<file path="src/rtl/uart_baud_gen.sv">
// UART baud-tick generator: fractional clock divider producing oversample,
// mid-bit and bit-end ticks, with a runtime-loadable divisor and RX phase resync.
module uart_baud_gen #(
    parameter int DIV_W      = 16,
    parameter int FRAC_W     = 4,
    parameter int OVERSAMPLE = 16,
    parameter int DIV_RST    = 651,
    parameter int FRAC_RST   = 0
) (
    input  logic                    clk,
    input  logic                    rst,
    input  logic                    en,
    input  logic                    resync,
    input  logic                    div_we,
    input  logic [DIV_W-1:0]        div_int,
    input  logic [FRAC_W-1:0]       div_frac,
    output logic                    tick_os,
    output logic                    tick_mid,
    output logic                    tick_bit,
    output logic [DIV_W+FRAC_W-1:0] div_cur
);

    localparam int OS_W = $clog2(OVERSAMPLE);
    localparam logic [OS_W-1:0]   MID_IDX  = OS_W'(OVERSAMPLE/2 - 1);
    localparam logic [OS_W-1:0]   LAST_IDX = OS_W'(OVERSAMPLE - 1);
    localparam logic [DIV_W-1:0]  INT_MIN  = DIV_W'(2);
    localparam logic [DIV_W-1:0]  INT_RST  = DIV_W'(DIV_RST);
    localparam logic [FRAC_W-1:0] FR_RST   = FRAC_W'(FRAC_RST);

    logic [DIV_W-1:0]  cnt;
    logic [DIV_W-1:0]  int_act, int_sh;
    logic [FRAC_W-1:0] frac_act, frac_sh;
    logic [FRAC_W-1:0] acc;
    logic              carry;
    logic [OS_W-1:0]   os_idx;

    logic [DIV_W-1:0]  int_eff;
    logic [DIV_W:0]    p_m1;
    logic [FRAC_W:0]   acc_sum;
    logic              wrap;

    // Period is clamped to at least 2 cycles; carry stretches it by one
    always_comb begin
        int_eff = (int_act < INT_MIN) ? INT_MIN : int_act;
        p_m1    = {1'b0, int_eff} + (DIV_W+1)'(carry) - (DIV_W+1)'(1);
        wrap    = ({1'b0, cnt} == p_m1);
        acc_sum = {1'b0, acc} + {1'b0, frac_act};
    end

    always_ff @(posedge clk) begin
        if (!rst) begin
            cnt      <= '0;
            os_idx   <= '0;
            acc      <= '0;
            carry    <= 1'b0;
            int_act  <= INT_RST;
            frac_act <= FR_RST;
            int_sh   <= INT_RST;
            frac_sh  <= FR_RST;
            tick_os  <= 1'b0;
            tick_mid <= 1'b0;
            tick_bit <= 1'b0;
        end else begin
            tick_os  <= 1'b0;
            tick_mid <= 1'b0;
            tick_bit <= 1'b0;
            if (div_we) begin
                int_sh  <= div_int;
                frac_sh <= div_frac;
            end
            if (resync || !en) begin
                // Idle/restart: clear phase and apply any pending divisor right away
                cnt      <= '0;
                os_idx   <= '0;
                acc      <= '0;
                carry    <= 1'b0;
                int_act  <= div_we ? div_int  : int_sh;
                frac_act <= div_we ? div_frac : frac_sh;
            end else if (wrap) begin
                cnt           <= '0;
                tick_os       <= 1'b1;
                tick_mid      <= (os_idx == MID_IDX);
                tick_bit      <= (os_idx == LAST_IDX);
                {carry, acc}  <= acc_sum;
                os_idx        <= (os_idx == LAST_IDX) ? '0 : os_idx + OS_W'(1);
                // Old shadow is used, so a write on this very edge lands one period later
                int_act       <= int_sh;
                frac_act      <= frac_sh;
            end else begin
                cnt <= cnt + DIV_W'(1);
            end
        end
    end

    assign div_cur = {int_act, frac_act};

endmodule

</file>
<file path="config.mk">
export PLATFORM = sky130hd
export DESIGN_NAME = uart_baud_gen
export DESIGN_NICKNAME = d
export VERILOG_FILES = /design/src/rtl/uart_baud_gen.sv
export SDC_FILE = /design/constraint.sdc
export NUM_CORES = 1
export LEC_CHECK = 0
export CORE_ASPECT_RATIO = 1.75
export CORE_MARGIN = 5
export CORE_UTILIZATION = 50
export CTS_CLUSTER_SIZE = 28
export DETAILED_ROUTE_END_ITERATION = 10
export MAX_ROUTING_LAYER = met4
export PLACE_DENSITY = 0.73
export SETUP_SLACK_MARGIN = 0.3
export SYNTH_ARGS = -nofsm -noshare
export SYNTH_HDL_FRONTEND = slang
export SYNTH_SLANG_ARGS = --single-unit
export TNS_END_PERCENT = 30
</file>
<file path="constraint.sdc">
create_clock -name clk -period 6.8 [get_ports clk]
set_clock_uncertainty 0.15 [all_clocks]
set_input_delay 2.04 -clock clk [delete_from_list [all_inputs] [get_ports clk]]
set_output_delay 2.04 -clock clk [all_outputs]
set_load 0.02 [all_outputs]
</file>
==> flow_summary.json, run 1 <==
{
  "synth_largest_area_cell": "sky130_fd_sc_hd__dfxtp_1",
  "cp_data_required_time_ps": 6870,
  "floorplan.die_area_um2": 9390,
  "cp.buffers_inverters": 1,
  "final-instance-count-excl-fill": 567,
  "tritoncts_num_sinks": 68,
  "timing.final.crit_share": 0.824,
  "place.detailed.hpwl_um": 7020,
  "hold_path_class": "reg2reg",
  "run_status": "finished clean",
  "synth-async-reset-ratio": 0,
  "remaining_global_route_overflow": 0,
  "cts_hold_buf": 0,
  "crit_path_top_delay_cell": "sky130_fd_sc_hd__nor4_1",
  "htree_num_levels": 3,
  "synth_sequential_area_ratio": 0.363,
  "critical_path.max_stage_delay_ps": 620,
  "ys_top_cells_by_area": "sky130_fd_sc_hd__dfxtp_1 (36%), sky130_fd_sc_hd__mux2i_1 (5.6%), sky130_fd_sc_hd__nand2_1 (5.2%), sky130_fd_sc_hd__xor2_1 (4.2%), sky130_fd_sc_hd__nor3_1 (3.9%)",
  "met2_wirelength_um": 5110,
  "synth-seq-cells": 68,
  "largest_net_degree_at_the_start_of_global_routing": 40,
  "setup_repair_after_global_routing_missed_its_margin": "no",
  "clk_transition_reported_paths_ps": 50,
  "detail_route.drc_violations": 0,
  "power.density_cell_area_nw_per_um2": 243,
  "drt-wirelength-per-cell_um": 17.3,
  "grt_pass1_wl_um": 16500,
  "post-cts-setup-buffer-count": 0,
  "detail_route.iter0.violations": 256,
  "cap_viol_max_count": 0,
  "yosys_warnings": 0,
  "cts_buffers": 9,
  "clk_root_buffer_cell": "sky130_fd_sc_hd__clkbuf_16",
  "antenna_found_initial": 0,
  "slew_headroom": 0.200,
  "rrSetupSlack_ps": 1200,
  "first_pass_iters": 5,
  "overall_global_routing_usage": 0.228,
  "leakage_nw": 1.70,
  "proportion_of_layout_cells_with_a_drive_suffix_above_1": 0.0624,
  "drt.antenna.violating_nets": 0,
  "fp.dieH_um": 125,
  "routed_via_density": 6.13,
  "met1_length_um": 4130,
  "max-clock-path-buffers": 2,
  "cts_resized": 0,
  "setup.worst_path.end_class": "flop",
  "synth_area_um2": 3750,
  "synth.top_cell.area_share": 0.363,
  "most_frequent_cell_after_synthesis": "sky130_fd_sc_hd__dfxtp_1",
  "fp.dieW_um": 75.4,
  "vdd_ir_drop_max_mv": 0.210,
  "cp_top_family": "simple AND/OR/NAND/NOR gates",
  "routed-wl-met3_um": 363,
  "fmaxAchievable_ghz": 0.179,
  "core.rowCount": 41,
  "syn-instance-count": 447,
  "pin_count": 48,
  "crit_arrival_ps": 5670,
  "crit_path_start_kind": "flop",
  "critical-path-top-cell-by-count": "sky130_fd_sc_hd__ha_1",
  "initial_core_util": 0.514,
  "tightestPinTransition_ps": 1200,
  "critPathMaxFanout": 30,
  "hold_violations": 0,
  "io_buffer_count": 47,
  "vias": 3477,
  "synth_ff_type": "sky130_fd_sc_hd__dfxtp_1",
  "timing.critical_path.cells": "nor4_1 -> nand4_1 -> o41ai_1 -> ha_1 -> ha_1 -> or3b_4 -> or3_1 -> a221oi_2 -> nand2_1 -> or4_1 -> buf_4 -> or2_1 -> a311o_1",
  "routed_wl_um": 9830,
  "synth_cell_type_count": 59,
  "via_count_of_the_first_global_routing_pass": 3354,
  "fin_nets": 510,
  "clock_insertion_delay_worst_skew_ps": 330,
  "totalNegativeSetupSlack_ps": 0,
  "area_growth_syn_to_layout_pct": 21.5,
  "synth_edf_count": 0,
  "drv_slew": 0,
  "tritoncts": "done",
  "synth.net_count": 481,
  "finalCriticalPeriod_ps": 5600,
  "highest-signal-layer": "met4",
  "path_class": "reg2reg",
  "syn_avg_cell_area_um2": 8.38,
  "setup_violations": 0,
  "netlist_top_cells_count": "sky130_fd_sc_hd__dfxtp_1 (68), sky130_fd_sc_hd__nand2_1 (52), sky130_fd_sc_hd__nor3_1 (29), sky130_fd_sc_hd__clkbuf_1 (25), sky130_fd_sc_hd__nor2_1 (24)",
  "dp.cells": 551,
  "core-area_um2": 7280,
  "n_antenna_cell": 0,
  "globalplace.congestion": 1.05
}
-- layout make-up --
| cell class | count | area (µm²) |
|---|---|---|
| Sequential cell | 68 | 1360 |
| Inverter | 8 | 30.0 |
| Clock inverter | 3 | 67.6 |
| Multi-Input combinational cell | 337 | 2210 |
| Clock buffer | 13 | 270 |
| Timing Repair Buffer | 52 | 508 |
| Tap cell | 86 | 108 |
| Fill cell | 644 | 2730 |
-- power by group --
| group | switching (mW) | internal [mW] | total (mW) |
|---|---|---|---|
| combinational | 0.0750 | 0.0665 | 0.142 |
| clock | 0.172 | 0.351 | 0.524 |
| sequential | 0.0245 | 0.415 | 0.440 |
-- cells by family (layout without fill, tap and decap cells) --
logic type,Yosys count,after routing,share of synthesized area
mux,21,21,0.0561
buf+inv,42,76,0.0478
xor+xnor,30,30,0.0701
compound gates,76,76,0.146
simple gates,201,201,0.285
fa+ha+maj,9,9,0.0321
flops,68,68,0.363
-- cell usage in the layout, fill, tap and decap left out, types with 2 or more instances in the layout --
| master | synthesis | layout |
|---|---|---|
| sky130_fd_sc_hd__dfxtp_1 | 68 | 68 |
| sky130_fd_sc_hd__nand2_1 | 52 | 52 |
| sky130_fd_sc_hd__clkdlybuf4s50_1 | 0 | 47 |
| sky130_fd_sc_hd__nor3_1 | 29 | 29 |
| sky130_fd_sc_hd__nor2_1 | 24 | 24 |
| sky130_fd_sc_hd__mux2i_1 | 21 | 21 |
| sky130_fd_sc_hd__nor2b_1 | 18 | 18 |
| sky130_fd_sc_hd__xor2_1 | 18 | 18 |
| sky130_fd_sc_hd__nor4_1 | 15 | 15 |
| sky130_fd_sc_hd__a211oi_1 | 14 | 14 |
| sky130_fd_sc_hd__xnor2_1 | 12 | 12 |
| sky130_fd_sc_hd__a21oi_1 | 12 | 12 |
| sky130_fd_sc_hd__o211ai_1 | 12 | 12 |
| sky130_fd_sc_hd__nand4_1 | 10 | 10 |
| sky130_fd_sc_hd__o21ai_0 | 10 | 10 |
| sky130_fd_sc_hd__nand3_1 | 10 | 10 |
| sky130_fd_sc_hd__and3_1 | 9 | 9 |
| sky130_fd_sc_hd__clkbuf_16 | 0 | 9 |
| sky130_fd_sc_hd__inv_1 | 8 | 8 |
| sky130_fd_sc_hd__ha_1 | 8 | 8 |
| sky130_fd_sc_hd__buf_4 | 0 | 5 |
| sky130_fd_sc_hd__nand2b_1 | 4 | 4 |
| sky130_fd_sc_hd__or4_1 | 4 | 4 |
| sky130_fd_sc_hd__or2_2 | 4 | 4 |
| sky130_fd_sc_hd__or3_1 | 3 | 3 |
| sky130_fd_sc_hd__o21a_1 | 3 | 3 |
| sky130_fd_sc_hd__and2_1 | 3 | 3 |
| sky130_fd_sc_hd__clkbuf_8 | 0 | 3 |
| sky130_fd_sc_hd__o41ai_1 | 2 | 2 |
| sky130_fd_sc_hd__o21bai_1 | 2 | 2 |
| sky130_fd_sc_hd__nor3b_1 | 2 | 2 |
| sky130_fd_sc_hd__or4b_1 | 2 | 2 |
| sky130_fd_sc_hd__nor4_2 | 2 | 2 |
| sky130_fd_sc_hd__o22ai_1 | 2 | 2 |
| sky130_fd_sc_hd__o31ai_1 | 2 | 2 |
| sky130_fd_sc_hd__and4_1 | 2 | 2 |
| sky130_fd_sc_hd__a311o_1 | 2 | 2 |
| sky130_fd_sc_hd__a31oi_1 | 2 | 2 |
| sky130_fd_sc_hd__o311a_1 | 2 | 2 |
| sky130_fd_sc_hd__bufinv_16 | 0 | 2 |
-- per-layer routing --
| layer | track usage | up-vias |
|---|---|---|
| met3 | 0.0428 | 22 |
| li1 | - | 1687 |
| met1 | 0.274 | 1671 |
| met2 | 0.363 | 97 |
| met4 | 0.0937 | 0 |
| met5 | - | - |
-- per-stage QoR --
| stage | cell area (µm²) | worst slack (ps) | util | hold WS, ps | power [mW] |
|---|---|---|---|---|---|
| after floorplan | 3750 | 2110 | - | 296 | 0.530 |
| after global placement | 4210 | 1400 | 0.578 | 313 | 0.586 |
| after detailed placement | 4210 | 1300 | 0.578 | 320 | 0.588 |
| after CTS | 4550 | 1290 | 0.625 | 331 | 1.11 |
| after global routing | 4550 | 885 | 0.625 | 351 | 1.15 |
| final | 4550 | 1200 | 0.625 | 329 | 1.10 |
-- worst register-to-register path, cell delays in order, from the launching register on --
cell and delay (ps):
sky130_fd_sc_hd__dfxtp_1 400, sky130_fd_sc_hd__nor4_1 620, sky130_fd_sc_hd__nand4_1 380, sky130_fd_sc_hd__o41ai_1 350, sky130_fd_sc_hd__ha_1 250, sky130_fd_sc_hd__ha_1 310, sky130_fd_sc_hd__or3b_4 450, sky130_fd_sc_hd__or3_1 370
sky130_fd_sc_hd__a221oi_2 300, sky130_fd_sc_hd__nand2_1 80, sky130_fd_sc_hd__or4_1 530, sky130_fd_sc_hd__buf_4 250, sky130_fd_sc_hd__or2_1 580, sky130_fd_sc_hd__a311o_1 480
-- flip-flops by register name (all words and copies together), names as in the netlist --
signal	cells
cnt	16
int_sh	16
int_act	16
tick_os	1
os_idx	4
acc	4
frac_act	4
tick_mid	1
tick_bit	1
frac_sh	4
carry	1
-- path summary, 6_finish.rpt --
path	start	endpoint	cells past startpoint
setup / recovery	int_act[10]$_SDFFE_PN0P_	int_act[0]$_SDFFE_PN1P_	13
hold / removal	acc[0]$_SDFFE_PP0N_	acc[0]$_SDFFE_PP0N_	2
setup reg to reg	int_act[10]$_SDFFE_PN0P_	int_act[0]$_SDFFE_PN1P_	13
hold reg to reg	acc[0]$_SDFFE_PP0N_	acc[0]$_SDFFE_PP0N_	2
(Power assumes the default switching activity.)
==> run 2: changes to the inputs <==
==> constraint.sdc (replaced) <==
create_clock -name clk -period 5.7 [get_ports clk]
set_clock_uncertainty 0.15 [all_clocks]
set_input_delay 1.71 -clock clk [delete_from_list [all_inputs] [get_ports clk]]
set_output_delay 1.71 -clock clk [all_outputs]
set_load 0.02 [all_outputs]
==> run 2 against run 1 <==
Effect of this change:
- sequential share of layout area about the same
- worst hold slack about the same
- sequential power increased by 19%
- worst setup slack got worse by 520 ps
- critical path depth decreased by 1
- first-iteration DRC count decreased by 7.0%
- largest cell class unchanged
- critical path type unchanged
- clock-buffer cell count decreased by 3
- routed wire length increased by 0.73%
- total power increased by 10%
- fmax increased by 11%
- highest routed layer unchanged
- global-route usage increased by 0.26 points
- design area increased by 0.14%
==> flow_summary.json, run 2 (same netlist as run 1, synthesis figures left out) <==
{
  "totalNegativeSetupSlack_ps": 0,
  "via_count_of_the_first_global_routing_pass": 3344,
  "max-clock-path-buffers": 2,
  "grt_pass1_wl_um": 16500,
  "cp_top_family": "simple AND/OR/NAND/NOR gates",
  "r2r_start": "int_act[6]$_SDFFE_PN0P_",
  "floorplan.die_area_um2": 9390,
  "hold_path_class": "reg2reg",
  "antenna_found_initial": 0,
  "mostFrequentLayoutCells": "sky130_fd_sc_hd__dfxtp_1 (68), sky130_fd_sc_hd__nand2_1 (52), sky130_fd_sc_hd__clkdlybuf4s50_1 (47)",
  "worst_hold_startpoint": "carry$_SDFFE_PP0N_",
  "first_pass_iters": 4,
  "proportion_of_layout_cells_with_a_drive_suffix_above_1": 0.0840,
  "tightestPinTransition_ps": 993,
  "sequentialPowerShare": 0.430,
  "area_growth_syn_to_layout_pct": 21.6,
  "fp.dieH_um": 125,
  "switching_share": 0.275,
  "fmaxAchievable_ghz": 0.199,
  "hold_violations": 0,
  "min_path_cells": 2,
  "io_buffer_count": 47,
  "fin_nets": 517,
  "whs_endpoint": "carry$_SDFFE_PP0N_",
  "slew_headroom": 0.336,
  "clock_insertion_delay_worst_skew_ps": 340,
  "leakage_nw": 1.71,
  "crit_path_top_delay_cell": "sky130_fd_sc_hd__or4_1",
  "vias": 3453,
  "tritoncts_num_sinks": 68,
  "detail_route.iter0.violations": 238,
  "routed_wl_um": 9900,
  "detail_route.drc_violations": 0,
  "crit_path_start_kind": "flop",
  "tritoncts": "done",
  "path_class": "reg2reg",
  "n_antenna_cell": 0,
  "core.rowCount": 41,
  "routed_via_density": 6.02,
  "setup.worst_path.end_class": "flop",
  "cts_hold_buf": 0,
  "post-cts-setup-buffer-count": 0,
  "power.density_cell_area_nw_per_um2": 267,
  "core-area_um2": 7280,
  "clock_power_share": 0.427,
  "final_core_utilization": 0.626,
  "cap_viol_max_count": 0,
  "run_status": "finished clean",
  "crit_arrival_ps": 5100,
  "drt-wirelength-per-cell_um": 17.2,
  "biggestRegsByFlops": "cnt x16, int_act x16, int_sh x16",
  "vdd_ir_drop_max_mv": 0.240,
  "p_int_mw": 0.882,
  "drv_slew": 0,
  "rrSetupSlack_ps": 670,
  "cp.buffers_inverters": 0,
  "overall_global_routing_usage": 0.230,
  "pin_count": 48,
  "cts_buffers": 9,
  "clk_transition_reported_paths_ps": 60,
  "clk_root_buffer_cell": "sky130_fd_sc_hd__clkbuf_16",
  "initial_core_util": 0.514,
  "final_common_cell": "sky130_fd_sc_hd__dfxtp_1",
  "fp.dieW_um": 75.4,
  "remaining_global_route_overflow": 0,
  "share_comb_of_total_power": 0.143,
  "globalplace.congestion": 0.971,
  "drt.antenna.violating_nets": 0,
  "place.detailed.hpwl_um": 7140,
  "largest_net_degree_at_the_start_of_global_routing": 40,
  "power.net_switching_mw": 0.334,
  "timing.critical_path.cells": "nor4_2 -> nand4_1 -> o41ai_1 -> ha_1 -> ha_1 -> or3b_4 -> or3_1 -> a221oi_2 -> nand2_1 -> or4_1 -> or2_2 -> a311o_1",
  "setup_repair_after_global_routing_missed_its_margin": "no",
  "ff2ff_path_depth": 12,
  "htree_num_levels": 3,
  "cts_resized": 0,
  "r2r_end": "frac_act[0]$_SDFFE_PN0P_",
  "critPathMaxFanout": 24,
  "finalCriticalPeriod_ps": 5030,
  "setup_violations": 0,
  "critical-path-top-cell-by-count": "sky130_fd_sc_hd__ha_1",
  "timing.final.crit_share": 0.882,
  "cp_data_required_time_ps": 5770,
  "critical_path.max_stage_delay_ps": 540
}
## run 2: how the worst max path moves through the flow
stage                                         from                       end  slack [ps]  cells after the start
final                      int_act[6]$_SDFFE_PN0P_  frac_act[0]$_SDFFE_PN0P_         670                     12
after global placement    int_act[10]$_SDFFE_PN0P_   int_act[0]$_SDFFE_PN1P_         550                     12
after CTS                  int_act[6]$_SDFFE_PN0P_  frac_act[0]$_SDFFE_PN0P_         380                     12
after floorplan            int_act[6]$_SDFFE_PN0P_  frac_act[1]$_SDFFE_PN0P_        1010                     15
after detailed placement   int_act[6]$_SDFFE_PN0P_  frac_act[0]$_SDFFE_PN0P_         400                     12
after global routing       int_act[6]$_SDFFE_PN0P_   int_act[0]$_SDFFE_PN1P_         420                     12
## run 2: worst register-to-register path: stages (launching register included)
cell and delay (ps):
sky130_fd_sc_hd__dfxtp_1 410, sky130_fd_sc_hd__nor4_2 460, sky130_fd_sc_hd__nand4_1 300, sky130_fd_sc_hd__o41ai_1 330, sky130_fd_sc_hd__ha_1 240, sky130_fd_sc_hd__ha_1 300, sky130_fd_sc_hd__or3b_4 440, sky130_fd_sc_hd__or3_1 370
sky130_fd_sc_hd__a221oi_2 310, sky130_fd_sc_hd__nand2_1 80, sky130_fd_sc_hd__or4_1 540, sky130_fd_sc_hd__or2_2 540, sky130_fd_sc_hd__a311o_1 430
## run 2: area by class of cell
| type | instances | area, µm² |
|---|---|---|
| fill | 654 | 2730 |
| inverter | 8 | 30.0 |
| sequential | 68 | 1360 |
| timing repair buffer | 59 | 561 |
| multi-input combinational | 337 | 2220 |
| clock inverter | 6 | 40.0 |
| clock buffer | 10 | 239 |
| tap | 86 | 108 |
## run 2: metrics by stage
stage	power, mW	worst slack, ps	instance area (µm²)	instances	hold slack (ps)
5_1_grt	1.26	422	4560	574	346
2_1_floorplan	0.632	1010	3750	447	296
4_1_cts	1.22	378	4540	574	326
3_5_place_dp	0.705	400	4270	558	317
3_3_place_gp	0.703	548	4270	558	312
6_report	1.22	675	4560	574	328
## run 2: metal layers
| metal | part of all wire | routed length (µm) | global-route usage | vias to the layer above |
|---|---|---|---|---|
| met5 | 0 | 0 | - | - |
| met4 | 0.029 | 286 | 0.0989 | 0 |
| met3 | 0.041 | 408 | 0.0258 | 20 |
| met2 | 0.54 | 5300 | 0.378 | 83 |
| met1 | 0.39 | 3900 | 0.275 | 1645 |
| li1 | - | - | - | 1705 |
## run 2: power groups by stage
stage / clock network, mW / logic [mW] / registers, mW
6_report: 0.519 / 0.174 / 0.523
5_1_grt: 0.544 / 0.191 / 0.526
4_1_cts: 0.525 / 0.175 / 0.522
3_5_place_dp: 0 / 0.174 / 0.532
3_3_place_gp: 0 / 0.173 / 0.530
2_1_floorplan: 0 / 0.0988 / 0.533
==> run 3: changes to the inputs <==
--- a/config.mk
+++ b/config.mk
@@ -10,8 +10,9 @@
 export CORE_UTILIZATION = 50
 export CTS_CLUSTER_SIZE = 28
 export DETAILED_ROUTE_END_ITERATION = 10
+export GPL_TIMING_DRIVEN = 0
 export MAX_ROUTING_LAYER = met4
-export PLACE_DENSITY = 0.73
+export PLACE_DENSITY = 0.81
 export SETUP_SLACK_MARGIN = 0.3
 export SYNTH_ARGS = -nofsm -noshare
 export SYNTH_HDL_FRONTEND = slang
==> run 3 against run 2 <==
Effect of this change:
- critical path type unchanged
- clock-buffer cell count up 3
- critical path depth up 4
- largest power group unchanged
- sequential share of layout area down 0.50 points
- sequential cell count unchanged
- worst hold slack better by 4.2 ps
- critical endpoint is now int_act[4]$_SDFFE_PN0P_
- routed wire length up 8.1%
- non-clock buffer count up 23
==> flow_summary.json, run 3 (same netlist as run 1, synthesis figures left out) <==
{
  "run_status": "finished clean",
  "routed_via_density": 6.09,
  "switching_share": 0.272,
  "max-clock-path-buffers": 2,
  "fin_nets": 540,
  "grt_util_met2": 0.401,
  "timing.final.crit_share": 0.897,
  "grt_pass1_wl_um": 17400,
  "sequentialPowerShare": 0.435,
  "cts_hold_buf": 0,
  "biggestRegsByFlops": "cnt x16, int_act x16, int_sh x16",
  "largest_net_degree_at_the_start_of_global_routing": 11,
  "critPathMaxFanout": 10,
  "drt.antenna.violating_nets": 0,
  "initial_core_util": 0.514,
  "crit_path_top_delay_cell": "sky130_fd_sc_hd__or4_1",
  "fp.dieH_um": 125,
  "detail_route.drc_violations": 0,
  "tritoncts": "done",
  "antenna_found_initial": 0,
  "core-area_um2": 7280,
  "hold_violations": 0,
  "timing.critical_path.from": "int_act[6]$_SDFFE_PN0P_",
  "crit_path_start_kind": "flop",
  "path_class": "reg2reg",
  "clock_power_share": 0.411,
  "finalCriticalPeriod_ps": 5110,
  "core.rowCount": 41,
  "leakage_nw": 1.72,
  "tritoncts_num_sinks": 68,
  "n_antenna_cell": 0,
  "power.net_switching_mw": 0.325,
  "p_int_mw": 0.869,
  "proportion_of_layout_cells_with_a_drive_suffix_above_1": 0.0667,
  "r2r_end": "int_act[4]$_SDFFE_PN0P_",
  "htree_num_levels": 3,
  "final_core_utilization": 0.636,
  "drt-wirelength-per-cell_um": 17.9,
  "io_buffer_count": 47,
  "cts_buffers": 9,
  "clk_root_buffer_cell": "sky130_fd_sc_hd__clkbuf_16",
  "r2r_start": "int_act[6]$_SDFFE_PN0P_",
  "area_growth_syn_to_layout_pct": 23.7,
  "pin_count": 48,
  "drv_slew": 0,
  "grtUsageMet1": 0.264,
  "rrSetupSlack_ps": 590,
  "crit_end": "int_act[4]$_SDFFE_PN0P_",
  "fp.dieW_um": 75.4,
  "clk_transition_reported_paths_ps": 60,
  "routed_wl_um": 10700,
  "remaining_global_route_overflow": 0,
  "share_comb_of_total_power": 0.154,
  "place.detailed.hpwl_um": 7940,
  "setup.worst_path.end_class": "flop",
  "timing.critical_path.cells": "clkbuf_1 -> nor4_4 -> nand4_1 -> buf_4 -> o41ai_2 -> ha_1 -> ha_1 -> or3b_4 -> or3_1 -> a221oi_2 -> nand2_1 -> or4_1 -> buf_2 -> clkbuf_1 -> o21ai_0 -> o311a_1",
  "power.density_cell_area_nw_per_um2": 258,
  "cap_viol_max_count": 0,
  "detail_route.iter0.violations": 217,
  "mostFrequentLayoutCells": "sky130_fd_sc_hd__dfxtp_1 (68), sky130_fd_sc_hd__nand2_1 (52), sky130_fd_sc_hd__clkdlybuf4s50_1 (47)",
  "globalplace.congestion": 0.886,
  "first_pass_iters": 6,
  "crit_arrival_ps": 5240,
  "setup_repair_after_global_routing_missed_its_margin": "no",
  "final_common_cell": "sky130_fd_sc_hd__dfxtp_1",
  "worst_hold_startpoint": "int_sh[1]$_SDFF_PN1_",
  "hold_path_class": "reg2reg",
  "slew_headroom": 0.481,
  "clock_insertion_delay_worst_skew_ps": 340,
  "min_path_cells": 2,
  "worst_hold_slack_ps": 332,
  "vias": 3629,
  "ff2ff_path_depth": 16,
  "tightestPinTransition_ps": 779,
  "via_count_of_the_first_global_routing_pass": 3673,
  "overall_global_routing_usage": 0.244,
  "floorplan.die_area_um2": 9390,
  "grt_util_met3": 0.0477,
  "fmaxAchievable_ghz": 0.196,
  "cp_data_required_time_ps": 5830,
  "busiest_layer": "met2",
  "setup_violations": 0,
  "critical_path.max_stage_delay_ps": 610,
  "vdd_ir_drop_max_mv": 0.246
}
## run 3: how the worst min path moves through the flow
| stage | slack (ps) | endpoint |
|---|---|---|
| floorplan | 300 | carry$_SDFFE_PP0N_ |
| global placement | 310 | acc[3]$_SDFFE_PP0N_ |
| detailed placement | 320 | int_act[7]$_SDFFE_PN1P_ |
| CTS | 330 | int_act[7]$_SDFFE_PN1P_ |
| global route | 360 | int_act[1]$_SDFFE_PN1P_ |
| finish | 330 | int_act[1]$_SDFFE_PN1P_ |
## run 3: worst max-delay path, delay by kind of cell, from the launching register on
family	cells	cell delay, ps
fa+ha+maj	2	550
compound gates	4	1010
simple gates	6	2090
flops	1	310
buf+inv	4	910
## run 3: power by group through the flow
stage                     Combinational, mW  Sequential [mW]  Clock [mW]
after floorplan                      0.0988            0.533           0
after global placement                0.176            0.527           0
after detailed placement              0.178            0.527           0
after CTS                             0.181            0.518       0.489
after global routing                  0.200            0.522       0.515
final                                 0.184            0.519       0.491
## run 3: layer usage
metal / up-vias / routed length, µm
met3: 34 / 523
met1: 1727 / 4030
met4: 0 / 432
met2: 133 / 5710
li1: 1735 / -
met5: - / 0
## run 3: timing repair
item,4_1_cts,5_1_grt
setup buffers,0,1
endpoints found under the setup margin,46,48
pin swaps,0,1
resized for setup,3,4
## run 3: layout make-up
| class | count | area [µm²] |
|---|---|---|
| multi-input combinational | 337 | 2260 |
| timing repair buffer | 48 | 478 |
| clock buffer | 13 | 240 |
| sequential | 68 | 1360 |
| tap | 86 | 108 |
| inverter | 8 | 30.0 |
| fill | 638 | 2650 |
| buffer | 34 | 149 |
| clock inverter | 2 | 12.5 |
## run 3: metrics by stage
stage	area [µm²]	instances	setup slack (ps)	TNS, ps	power (mW)
after detailed placement	4320	580	-1.78	-1.78	0.705
after CTS	4600	595	343	0	1.19
after floorplan	3750	447	1010	0	0.632
final	4630	596	589	0	1.19
after global placement	4320	580	62.9	0	0.702
after global routing	4630	596	346	0	1.24
